### config.mk
export PLATFORM = sky130hd
export DESIGN_NAME = add_round_key_nb_flat
export DESIGN_NICKNAME = d
export VERILOG_FILES = /design/src/rtl/ark_pkg.sv /design/src/rtl/add_round_key_nb_if.sv /design/src/rtl/ark_addr_gen.sv /design/src/rtl/add_round_key_nb.sv /design/src/flat_wrapper.sv
export SDC_FILE = /design/constraint.sdc
export NUM_CORES = 1
export LEC_CHECK = 0
export CORE_UTILIZATION = 52
export CTS_BUF_LIST = sky130_fd_sc_hd__clkbuf_4
export DETAILED_ROUTE_END_ITERATION = 8
export HOLD_SLACK_MARGIN = 0.1
export PLACE_DENSITY = 0.83
export SYNTH_ARGS = -nofsm -noshare
export SYNTH_HDL_FRONTEND = slang
export SYNTH_SLANG_ARGS = --single-unit
### constraint.sdc
create_clock -name ap_clk -period 2.4 [get_ports ap_clk]
set_clock_uncertainty 0.1 [all_clocks]
set_input_delay 0.48 -clock ap_clk [delete_from_list [all_inputs] [get_ports ap_clk]]
set_output_delay 0.48 -clock ap_clk [all_outputs]
set_load 0.005 [all_outputs]
### src/rtl/ark_pkg.sv
// Shared types and elaboration helpers for the AddRoundKey engine.
// Holds the FSM encoding, mode constants and the ROWS legality check.
package ark_pkg;

    typedef enum logic [1:0] {
        S_IDLE,
        S_READ,
        S_WRITE,
        S_DONE
    } ark_state_e;

    localparam logic [1:0] ARK_XOR  = 2'd0;
    localparam logic [1:0] ARK_COPY = 2'd1;
    localparam logic [1:0] ARK_LOAD = 2'd2;

    function automatic bit rows_ok(input int rows);
        return (rows >= 4) && (rows % 2 == 0);
    endfunction

endpackage

### src/rtl/add_round_key_nb_if.sv
// Control handshake plus statemt/word dual-port RAM bus.
// master = engine side, slave = controller/RAM side.
interface add_round_key_nb_if #(
    parameter int DW       = 32,
    parameter int STATE_AW = 5,
    parameter int WORD_AW  = 9
) ();
    logic                ap_start;
    logic                ap_continue;
    logic                ap_done;
    logic                ap_idle;
    logic                ap_ready;
    logic [4:0]          n;
    logic [1:0]          mode;
    logic [STATE_AW-1:0] statemt_address0;
    logic [STATE_AW-1:0] statemt_address1;
    logic                statemt_ce0;
    logic                statemt_ce1;
    logic                statemt_we0;
    logic                statemt_we1;
    logic [DW-1:0]       statemt_d0;
    logic [DW-1:0]       statemt_d1;
    logic [DW-1:0]       statemt_q0;
    logic [DW-1:0]       statemt_q1;
    logic [WORD_AW-1:0]  word_address0;
    logic [WORD_AW-1:0]  word_address1;
    logic                word_ce0;
    logic                word_ce1;
    logic [DW-1:0]       word_q0;
    logic [DW-1:0]       word_q1;
    logic [DW-1:0]       chk;

    modport master (
        input  ap_start, ap_continue, n, mode,
        input  statemt_q0, statemt_q1, word_q0, word_q1,
        output ap_done, ap_idle, ap_ready, chk,
        output statemt_address0, statemt_address1,
        output statemt_ce0, statemt_ce1,
        output statemt_we0, statemt_we1,
        output statemt_d0, statemt_d1,
        output word_address0, word_address1,
        output word_ce0, word_ce1
    );

    modport slave (
        output ap_start, ap_continue, n, mode,
        output statemt_q0, statemt_q1, word_q0, word_q1,
        input  ap_done, ap_idle, ap_ready, chk,
        input  statemt_address0, statemt_address1,
        input  statemt_ce0, statemt_ce1,
        input  statemt_we0, statemt_we1,
        input  statemt_d0, statemt_d1,
        input  word_address0, word_address1,
        input  word_ce0, word_ce1
    );
endinterface

### src/rtl/ark_addr_gen.sv
// Combinational state/key address generator for one row pair.
// Port 0 carries row 2p, port 1 carries row 2p+1.
module ark_addr_gen
    import ark_pkg::*;
#(
    parameter int NB         = 4,
    parameter int ROWS       = 4,
    parameter int ROW_STRIDE = 120,
    parameter int STATE_AW   = 5,
    parameter int WORD_AW    = 9,
    parameter int JW         = 2,
    parameter int PW         = 1
) (
    input  logic [JW-1:0]       j,
    input  logic [PW-1:0]       p,
    input  logic [4:0]          n,
    output logic [STATE_AW-1:0] state_addr0,
    output logic [STATE_AW-1:0] state_addr1,
    output logic [WORD_AW-1:0]  word_addr0,
    output logic [WORD_AW-1:0]  word_addr1
);
    logic [31:0] row0;
    logic [31:0] row1;
    logic [31:0] key_base;

    assign row0     = 32'({p, 1'b0});
    assign row1     = row0 + 32'd1;
    assign key_base = 32'(n) * NB + 32'(j);

    // Key addresses wrap at the RAM size by truncation.
    assign state_addr0 = STATE_AW'(32'(j) * ROWS + row0);
    assign state_addr1 = STATE_AW'(32'(j) * ROWS + row1);
    assign word_addr0  = WORD_AW'(row0 * ROW_STRIDE + key_base);
    assign word_addr1  = WORD_AW'(row1 * ROW_STRIDE + key_base);

endmodule

### src/rtl/add_round_key_nb.sv
// In-place AddRoundKey engine: XOR/copy/load of one round key into
// the state RAM, two rows per cycle, with a running write checksum.
module add_round_key_nb
    import ark_pkg::*;
#(
    parameter int NB         = 4,
    parameter int ROWS       = 4,
    parameter int DW         = 32,
    parameter int STATE_AW   = 5,
    parameter int WORD_AW    = 9,
    parameter int ROW_STRIDE = 120
) (
    input  logic               ap_clk,
    input  logic               ap_rst_n,
    add_round_key_nb_if.master bus
);
    localparam int NP = ROWS / 2;
    localparam int JW = (NB > 1) ? $clog2(NB) : 1;
    localparam int PW = (NP > 1) ? $clog2(NP) : 1;
    localparam logic [JW-1:0] J_LAST = JW'(NB - 1);
    localparam logic [PW-1:0] P_LAST = PW'(NP - 1);

    if (!rows_ok(ROWS)) begin : g_bad_rows
        $error("add_round_key_nb: ROWS must be even and >= 4");
    end

    ark_state_e          state;
    logic [JW-1:0]       j;
    logic [PW-1:0]       p;
    logic [PW-1:0]       cap_p;
    logic                cap_vld;
    logic [4:0]          n_q;
    logic [1:0]          mode_q;
    logic                ready_q;
    logic [DW-1:0]       chk_q;
    logic [DW-1:0]       col_buf [ROWS];
    logic [DW-1:0]       cap0;
    logic [DW-1:0]       cap1;
    logic [DW-1:0]       d0;
    logic [DW-1:0]       d1;
    logic [STATE_AW-1:0] sa0;
    logic [STATE_AW-1:0] sa1;
    logic [WORD_AW-1:0]  wa0;
    logic [WORD_AW-1:0]  wa1;
    logic                rd;
    logic                wr;
    logic [PW:0]         wi0;
    logic [PW:0]         wi1;
    logic [PW:0]         ci0;
    logic [PW:0]         ci1;

    ark_addr_gen #(
        .NB(NB), .ROWS(ROWS), .ROW_STRIDE(ROW_STRIDE),
        .STATE_AW(STATE_AW), .WORD_AW(WORD_AW),
        .JW(JW), .PW(PW)
    ) u_addr (
        .j(j), .p(p), .n(n_q),
        .state_addr0(sa0), .state_addr1(sa1),
        .word_addr0(wa0), .word_addr1(wa1)
    );

    assign rd  = (state == S_READ);
    assign wr  = (state == S_WRITE);
    assign wi0 = {p, 1'b0};
    assign wi1 = {p, 1'b1};
    assign ci0 = {cap_p, 1'b0};
    assign ci1 = {cap_p, 1'b1};
    assign d0  = col_buf[wi0];
    assign d1  = col_buf[wi1];

    always_comb begin
        cap0 = bus.statemt_q0 ^ bus.word_q0;
        cap1 = bus.statemt_q1 ^ bus.word_q1;
        unique case (1'b1)
            (mode_q == ARK_COPY): begin
                cap0 = bus.statemt_q0;
                cap1 = bus.statemt_q1;
            end
            (mode_q == ARK_LOAD): begin
                cap0 = bus.word_q0;
                cap1 = bus.word_q1;
            end
            default: ;
        endcase
    end

    assign bus.statemt_address0 = (rd | wr) ? sa0 : '0;
    assign bus.statemt_address1 = (rd | wr) ? sa1 : '0;
    assign bus.statemt_ce0      = rd | wr;
    assign bus.statemt_ce1      = rd | wr;
    assign bus.statemt_we0      = wr;
    assign bus.statemt_we1      = wr;
    assign bus.statemt_d0       = wr ? d0 : '0;
    assign bus.statemt_d1       = wr ? d1 : '0;
    assign bus.word_address0    = rd ? wa0 : '0;
    assign bus.word_address1    = rd ? wa1 : '0;
    assign bus.word_ce0         = rd;
    assign bus.word_ce1         = rd;
    assign bus.ap_done          = (state == S_DONE);
    assign bus.ap_ready         = ready_q;
    assign bus.ap_idle          = (state == S_IDLE) & ~bus.ap_start;
    assign bus.chk              = chk_q;

    always_ff @(posedge ap_clk or negedge ap_rst_n) begin
        if (!ap_rst_n) begin
            state   <= S_IDLE;
            j       <= '0;
            p       <= '0;
            cap_p   <= '0;
            cap_vld <= 1'b0;
            n_q     <= '0;
            mode_q  <= ARK_XOR;
            ready_q <= 1'b0;
            chk_q   <= '0;
            for (int i = 0; i < ROWS; i++) col_buf[i] <= '0;
        end else begin
            ready_q <= 1'b0;
            // RAM data returns one cycle after the READ that fetched it.
            cap_vld <= rd;
            cap_p   <= p;
            if (cap_vld) begin
                col_buf[ci0] <= cap0;
                col_buf[ci1] <= cap1;
            end
            unique case (state)
                S_IDLE: begin
                    if (bus.ap_start) begin
                        n_q    <= bus.n;
                        mode_q <= bus.mode;
                        j      <= '0;
                        p      <= '0;
                        chk_q  <= '0;
                        state  <= S_READ;
                    end
                end
                S_READ: begin
                    if (p == P_LAST) begin
                        p     <= '0;
                        state <= S_WRITE;
                    end else begin
                        p <= p + 1'b1;
                    end
                end
                S_WRITE: begin
                    chk_q <= chk_q ^ d0 ^ d1;
                    if (p == P_LAST) begin
                        p <= '0;
                        if (j == J_LAST) begin
                            state   <= S_DONE;
                            ready_q <= 1'b1;
                        end else begin
                            j     <= j + 1'b1;
                            state <= S_READ;
                        end
                    end else begin
                        p <= p + 1'b1;
                    end
                end
                S_DONE: begin
                    if (bus.ap_continue) state <= S_IDLE;
                end
                default: state <= S_IDLE;
            endcase
        end
    end

endmodule

### src/flat_wrapper.sv
// flat-port wrapper written by rule: the top's interface ports become plain ports
module add_round_key_nb_flat import ark_pkg::*;
#(
    parameter int NB         = 4,
    parameter int ROWS       = 4,
    parameter int DW         = 32,
    parameter int STATE_AW   = 5,
    parameter int WORD_AW    = 9,
    parameter int ROW_STRIDE = 120
)
  (ap_clk, ap_rst_n, bus_ap_start, bus_ap_continue, bus_n, bus_mode, bus_statemt_q0, bus_statemt_q1, bus_word_q0, bus_word_q1, bus_ap_done, bus_ap_idle, bus_ap_ready, bus_chk, bus_statemt_address0, bus_statemt_address1, bus_statemt_ce0, bus_statemt_ce1, bus_statemt_we0, bus_statemt_we1, bus_statemt_d0, bus_statemt_d1, bus_word_address0, bus_word_address1, bus_word_ce0, bus_word_ce1);
  add_round_key_nb_if #(.DW(DW), .STATE_AW(STATE_AW), .WORD_AW(WORD_AW)) bus_i ();
  input  logic ap_clk;
  input  logic ap_rst_n;
  input wire logic [$bits(bus_i.ap_start)-1:0] bus_ap_start;
  input wire logic [$bits(bus_i.ap_continue)-1:0] bus_ap_continue;
  input wire logic [$bits(bus_i.n)-1:0] bus_n;
  input wire logic [$bits(bus_i.mode)-1:0] bus_mode;
  input wire logic [$bits(bus_i.statemt_q0)-1:0] bus_statemt_q0;
  input wire logic [$bits(bus_i.statemt_q1)-1:0] bus_statemt_q1;
  input wire logic [$bits(bus_i.word_q0)-1:0] bus_word_q0;
  input wire logic [$bits(bus_i.word_q1)-1:0] bus_word_q1;
  output wire logic [$bits(bus_i.ap_done)-1:0] bus_ap_done;
  output wire logic [$bits(bus_i.ap_idle)-1:0] bus_ap_idle;
  output wire logic [$bits(bus_i.ap_ready)-1:0] bus_ap_ready;
  output wire logic [$bits(bus_i.chk)-1:0] bus_chk;
  output wire logic [$bits(bus_i.statemt_address0)-1:0] bus_statemt_address0;
  output wire logic [$bits(bus_i.statemt_address1)-1:0] bus_statemt_address1;
  output wire logic [$bits(bus_i.statemt_ce0)-1:0] bus_statemt_ce0;
  output wire logic [$bits(bus_i.statemt_ce1)-1:0] bus_statemt_ce1;
  output wire logic [$bits(bus_i.statemt_we0)-1:0] bus_statemt_we0;
  output wire logic [$bits(bus_i.statemt_we1)-1:0] bus_statemt_we1;
  output wire logic [$bits(bus_i.statemt_d0)-1:0] bus_statemt_d0;
  output wire logic [$bits(bus_i.statemt_d1)-1:0] bus_statemt_d1;
  output wire logic [$bits(bus_i.word_address0)-1:0] bus_word_address0;
  output wire logic [$bits(bus_i.word_address1)-1:0] bus_word_address1;
  output wire logic [$bits(bus_i.word_ce0)-1:0] bus_word_ce0;
  output wire logic [$bits(bus_i.word_ce1)-1:0] bus_word_ce1;
  assign bus_i.ap_start = bus_ap_start;
  assign bus_i.ap_continue = bus_ap_continue;
  assign bus_i.n = bus_n;
  assign bus_i.mode = bus_mode;
  assign bus_i.statemt_q0 = bus_statemt_q0;
  assign bus_i.statemt_q1 = bus_statemt_q1;
  assign bus_i.word_q0 = bus_word_q0;
  assign bus_i.word_q1 = bus_word_q1;
  assign bus_ap_done = bus_i.ap_done;
  assign bus_ap_idle = bus_i.ap_idle;
  assign bus_ap_ready = bus_i.ap_ready;
  assign bus_chk = bus_i.chk;
  assign bus_statemt_address0 = bus_i.statemt_address0;
  assign bus_statemt_address1 = bus_i.statemt_address1;
  assign bus_statemt_ce0 = bus_i.statemt_ce0;
  assign bus_statemt_ce1 = bus_i.statemt_ce1;
  assign bus_statemt_we0 = bus_i.statemt_we0;
  assign bus_statemt_we1 = bus_i.statemt_we1;
  assign bus_statemt_d0 = bus_i.statemt_d0;
  assign bus_statemt_d1 = bus_i.statemt_d1;
  assign bus_word_address0 = bus_i.word_address0;
  assign bus_word_address1 = bus_i.word_address1;
  assign bus_word_ce0 = bus_i.word_ce0;
  assign bus_word_ce1 = bus_i.word_ce1;
  add_round_key_nb #(.NB(NB), .ROWS(ROWS), .DW(DW), .STATE_AW(STATE_AW), .WORD_AW(WORD_AW), .ROW_STRIDE(ROW_STRIDE)) u_core (.ap_clk(ap_clk), .ap_rst_n(ap_rst_n), .bus(bus_i));
endmodule
==> impl_metrics.env, run 1 <==
export IMPL_status="finished, violations left"
export IMPL_violations="negative setup slack"
export IMPL_min_period_ps=2840
export IMPL_syn2layout_area_growth_pct=39.8
export IMPL_ys_warnings_count=0
export IMPL_clockRootBuffer="clkbuf_4"
export IMPL_grt_pass1_wl_um=55300
export IMPL_clock_path_buffers=2
export IMPL_path_max_fanout=6
export IMPL_grt_overflow_total=0
export IMPL_design_area_sq_mm=0.0155
export IMPL_ir_drop_v=0.000869
export IMPL_antenna_found_initial=3
export IMPL_crit_chain="inv_2 -> buf_4 -> fa_2 -> xnor2_1 -> nor2_1 -> dlygate4sd2_1"
export IMPL_ys_top_cells_by_count="dfrtp_1 (175), nand2_1 (134), o21ai_0 (130)"
export IMPL_hold_ws_ps=237
export IMPL_fillCellCount=1494
export IMPL_clkLatencyLatePin_ps=610
export IMPL_ys_flop_type="dfrtp_1"
export IMPL_endpoint_kind="primary output"
export IMPL_place_area_sq_mm=0.0142
export IMPL_nets=1623
export IMPL_finalCritPeriodShare_pct=118
export IMPL_wirelength_um=36600
export IMPL_wire_per_inst_um=20.8
export IMPL_clkSinkCount=175
export IMPL_critical_path_top_delay_family="flip-flops"
export IMPL_rsz0062_at_grt="yes"
export IMPL_cellPowerDensity_mw_per_mm2=1500
export IMPL_vias=10700
export IMPL_die_width_um=148
export IMPL_fmax_ghz=0.352
export IMPL_tightest_slew_ps=659
export IMPL_met3_usage_pct=6.10
export IMPL_cts_tree="built"
export IMPL_track_usage_pct=32.6
export IMPL_clk_pin_slew_worst_paths_ps=170
export IMPL_viasPerCell=6.08
export IMPL_die_area_sq_mm=0.0220
export IMPL_synth_cell_types=39
export IMPL_drt_iter0_drc=779
export IMPL_synth_cells=1179
export IMPL_setup_ws_ps=-443
export IMPL_finalHoldViolCount=0
export IMPL_ios=272
export IMPL_synth_area_top_cells="dfrtp_1 (39%), xnor2_1 (10%), mux2i_1 (5.9%)"
export IMPL_syn_area_per_cell_sq_um=9.43
export IMPL_drc=0
export IMPL_start_util_pct=52.9
export IMPL_netlist_area_sq_mm=0.0111
export IMPL_dp_hpwl_um=21500
export IMPL_first_pass_iters=5
export IMPL_cp_arrival_ps=2260
export IMPL_fp_row_count=53
export IMPL_ant_nets=0
export IMPL_slowest_stage="dfrtp_4"
export IMPL_cap_violations=0
export IMPL_worstPathBufferInverterCount=3
export IMPL_async_flop_share_pct=100
export IMPL_synth_area_leader_cell="dfrtp_1"
export IMPL_leakage_nw=6.78
export IMPL_core_area_sq_mm=0.0210
export IMPL_cp_start_kind="register"
export IMPL_port_buffers=268
export IMPL_place_gp_congestion=0.804
export IMPL_drv_slew=0
export IMPL_crit_type="register to primary output"
export IMPL_grt_max_degree=59
export IMPL_drive_gt1_share_pct=22.6
export IMPL_top_usage_layer="met2"
export IMPL_ys_seq_area_share_pct=39.4
export IMPL_die_y_um=148
export IMPL_grtUsageMet2_pct=54.8
export IMPL_synth_most_common_cell="dfrtp_1"
export IMPL_cts_buffers=17
export IMPL_grtUsageMet1_pct=40.6
export IMPL_synth_edf_count=0
export IMPL_grt_pass1_vias=10400
export IMPL_ys_ff_latch=175
export IMPL_post_place_ws_ps=-16.3
export IMPL_setup_viol=88
export IMPL_yosysTopAreaCellShare_pct=39.4
export IMPL_relSlewSlack_pct=56.1
export IMPL_holdCritPathClass="primary input to async pin"
export IMPL_critPathRequiredTime_ps=1820
export IMPL_cp_slowest_stage_delay_ps=540
export IMPL_h_tree_depth=4
==> sequential cells by signal, indices dropped and copies added, names as in the netlist <==
| register | count |
|---|---|
| u_core.col_buf | 128 |
| u_core.state | 2 |
| u_core.cap_p | 1 |
| u_core.cap_vld | 1 |
| u_core.bus.ap_ready | 1 |
| u_core.mode_q | 2 |
| u_core.p | 1 |
| u_core.n_q | 5 |
| u_core.bus.chk | 32 |
| u_core.j | 2 |
==> area by class of cell <==
class                   count  area (sq um)  share of cell area (%)
clock buffers              18           135                   0.870
diodes                      3          7.51                  0.0483
flip-flops and latches    175          4380                    28.2
inverters                  15          76.3                   0.491
repair buffers            383          4000                    25.7
multi-input cells         878          6480                    41.7
clock inverters            14           108                   0.693
well taps                 275           344                    2.21
==> cells by family (layout without fill, tap and decap cells) <==
family,Yosys count,count (layout),share of synthesized area (%)
other cells,1,6,0.0337
simple gates,323,323,14.8
fa+ha+maj,14,14,1.71
mux,73,73,6.66
compound gates,334,334,21.6
flops,175,175,39.4
xor+xnor,131,131,10.3
buf+inv,128,430,5.47
==> layout by cell type (no fill, tap or decap), types with 4 or more instances in the layout <==
| master | Yosys | routed |
|---|---|---|
| dfrtp_1 | 175 | 173 |
| clkdlybuf4s50_1 | 0 | 170 |
| nand2_1 | 134 | 132 |
| o21ai_0 | 130 | 130 |
| xnor2_1 | 129 | 129 |
| buf_2 | 30 | 68 |
| a221oi_1 | 66 | 65 |
| nor3_1 | 64 | 64 |
| a21o_1 | 63 | 63 |
| nor2b_1 | 64 | 58 |
| mux2i_1 | 65 | 48 |
| buf_4 | 16 | 45 |
| a21oi_1 | 36 | 35 |
| buf_6 | 4 | 34 |
| nor4b_1 | 32 | 32 |
| a221oi_2 | 29 | 29 |
| buf_12 | 0 | 24 |
| clkbuf_4 | 0 | 18 |
| buf_16 | 0 | 13 |
| nor2_1 | 15 | 12 |
| mux2i_2 | 0 | 11 |
| inv_1 | 14 | 10 |
| clkbuf_2 | 0 | 10 |
| mux2_2 | 8 | 8 |
| ha_4 | 0 | 8 |
| mux2i_4 | 0 | 6 |
| and2_4 | 0 | 6 |
| bufbuf_16 | 0 | 6 |
| inv_6 | 0 | 5 |
| clkinvlp_4 | 0 | 4 |
| dlygate4sd2_1 | 0 | 4 |
| buf_8 | 0 | 4 |
==> layer usage <==
layer  wire, um  share of wire, %
met3       2480               6.8
met4       1420               3.9
met1      14500                40
met2      18300                50
met5          0                 0
==> what timing repair did <==
action	in CTS	in global routing
endpoints found under the setup margin	97	117
endpoints found under the hold margin	147	0
gates cloned	20	0
pin swaps	7	10
buffers inserted	36	27
gates resized for setup	364	133
hold buffers	1	0
==> worst reg2reg max path, cell delays in order, from the launching register on <==
cell,delay [ps]
dfrtp_1,430
buf_6,130
ha_4,190
buf_12,160
buf_12,130
buf_4,130
buf_4,140
and3_4,200
buf_6,170
a221oi_1,330
a21oi_1,90
==> metrics by stage <==
step / utilization (%) / total power [mW] / instances / setup TNS [ps]
floorplan: - / 14.1 / 1181 / 0
global placement: 67.4 / 18.2 / 1651 / 0
detailed placement: 67.4 / 18.8 / 1651 / -17.4
CTS: 72.7 / 22.3 / 1739 / -16550
global route: 73.9 / 24.8 / 1761 / -25250
finish: 73.9 / 23.3 / 1761 / -19530
==> report_power, final <==
group | switching, mW | total [mW] | leakage (nW) | internal, mW
combinational | 8.01 | 15.9 | 4.48 | 7.84
clock | 1.11 | 1.55 | 0.125 | 0.434
sequential | 1.52 | 5.91 | 2.17 | 4.39
==> path summary, 6_finish.rpt <==
check,cells after the start,slack (ps),to,startpoint
hold reg to reg,1,380,u_core.bus.chk[16],u_core.bus.chk[16]
max in group asynchronous,3,1300,u_core.col_buf[125],ap_rst_n
hold / removal,2,240,u_core.col_buf[7],ap_rst_n
setup / recovery,6,-440,bus_word_address0[6],u_core.p
setup reg to reg,10,70,u_core.bus.chk[31],u_core.state[1]
min in group ap_clk,2,370,u_core.n_q[1],bus_n[1]
(Power assumes the default switching activity.)
==> inputs of run 2 (changes only) <==
Settings changed: CTS_CLUSTER_SIZE from default to 30.
==> results of run 2 <==
Final layout, timing and power as in run 1 (identical DEF).
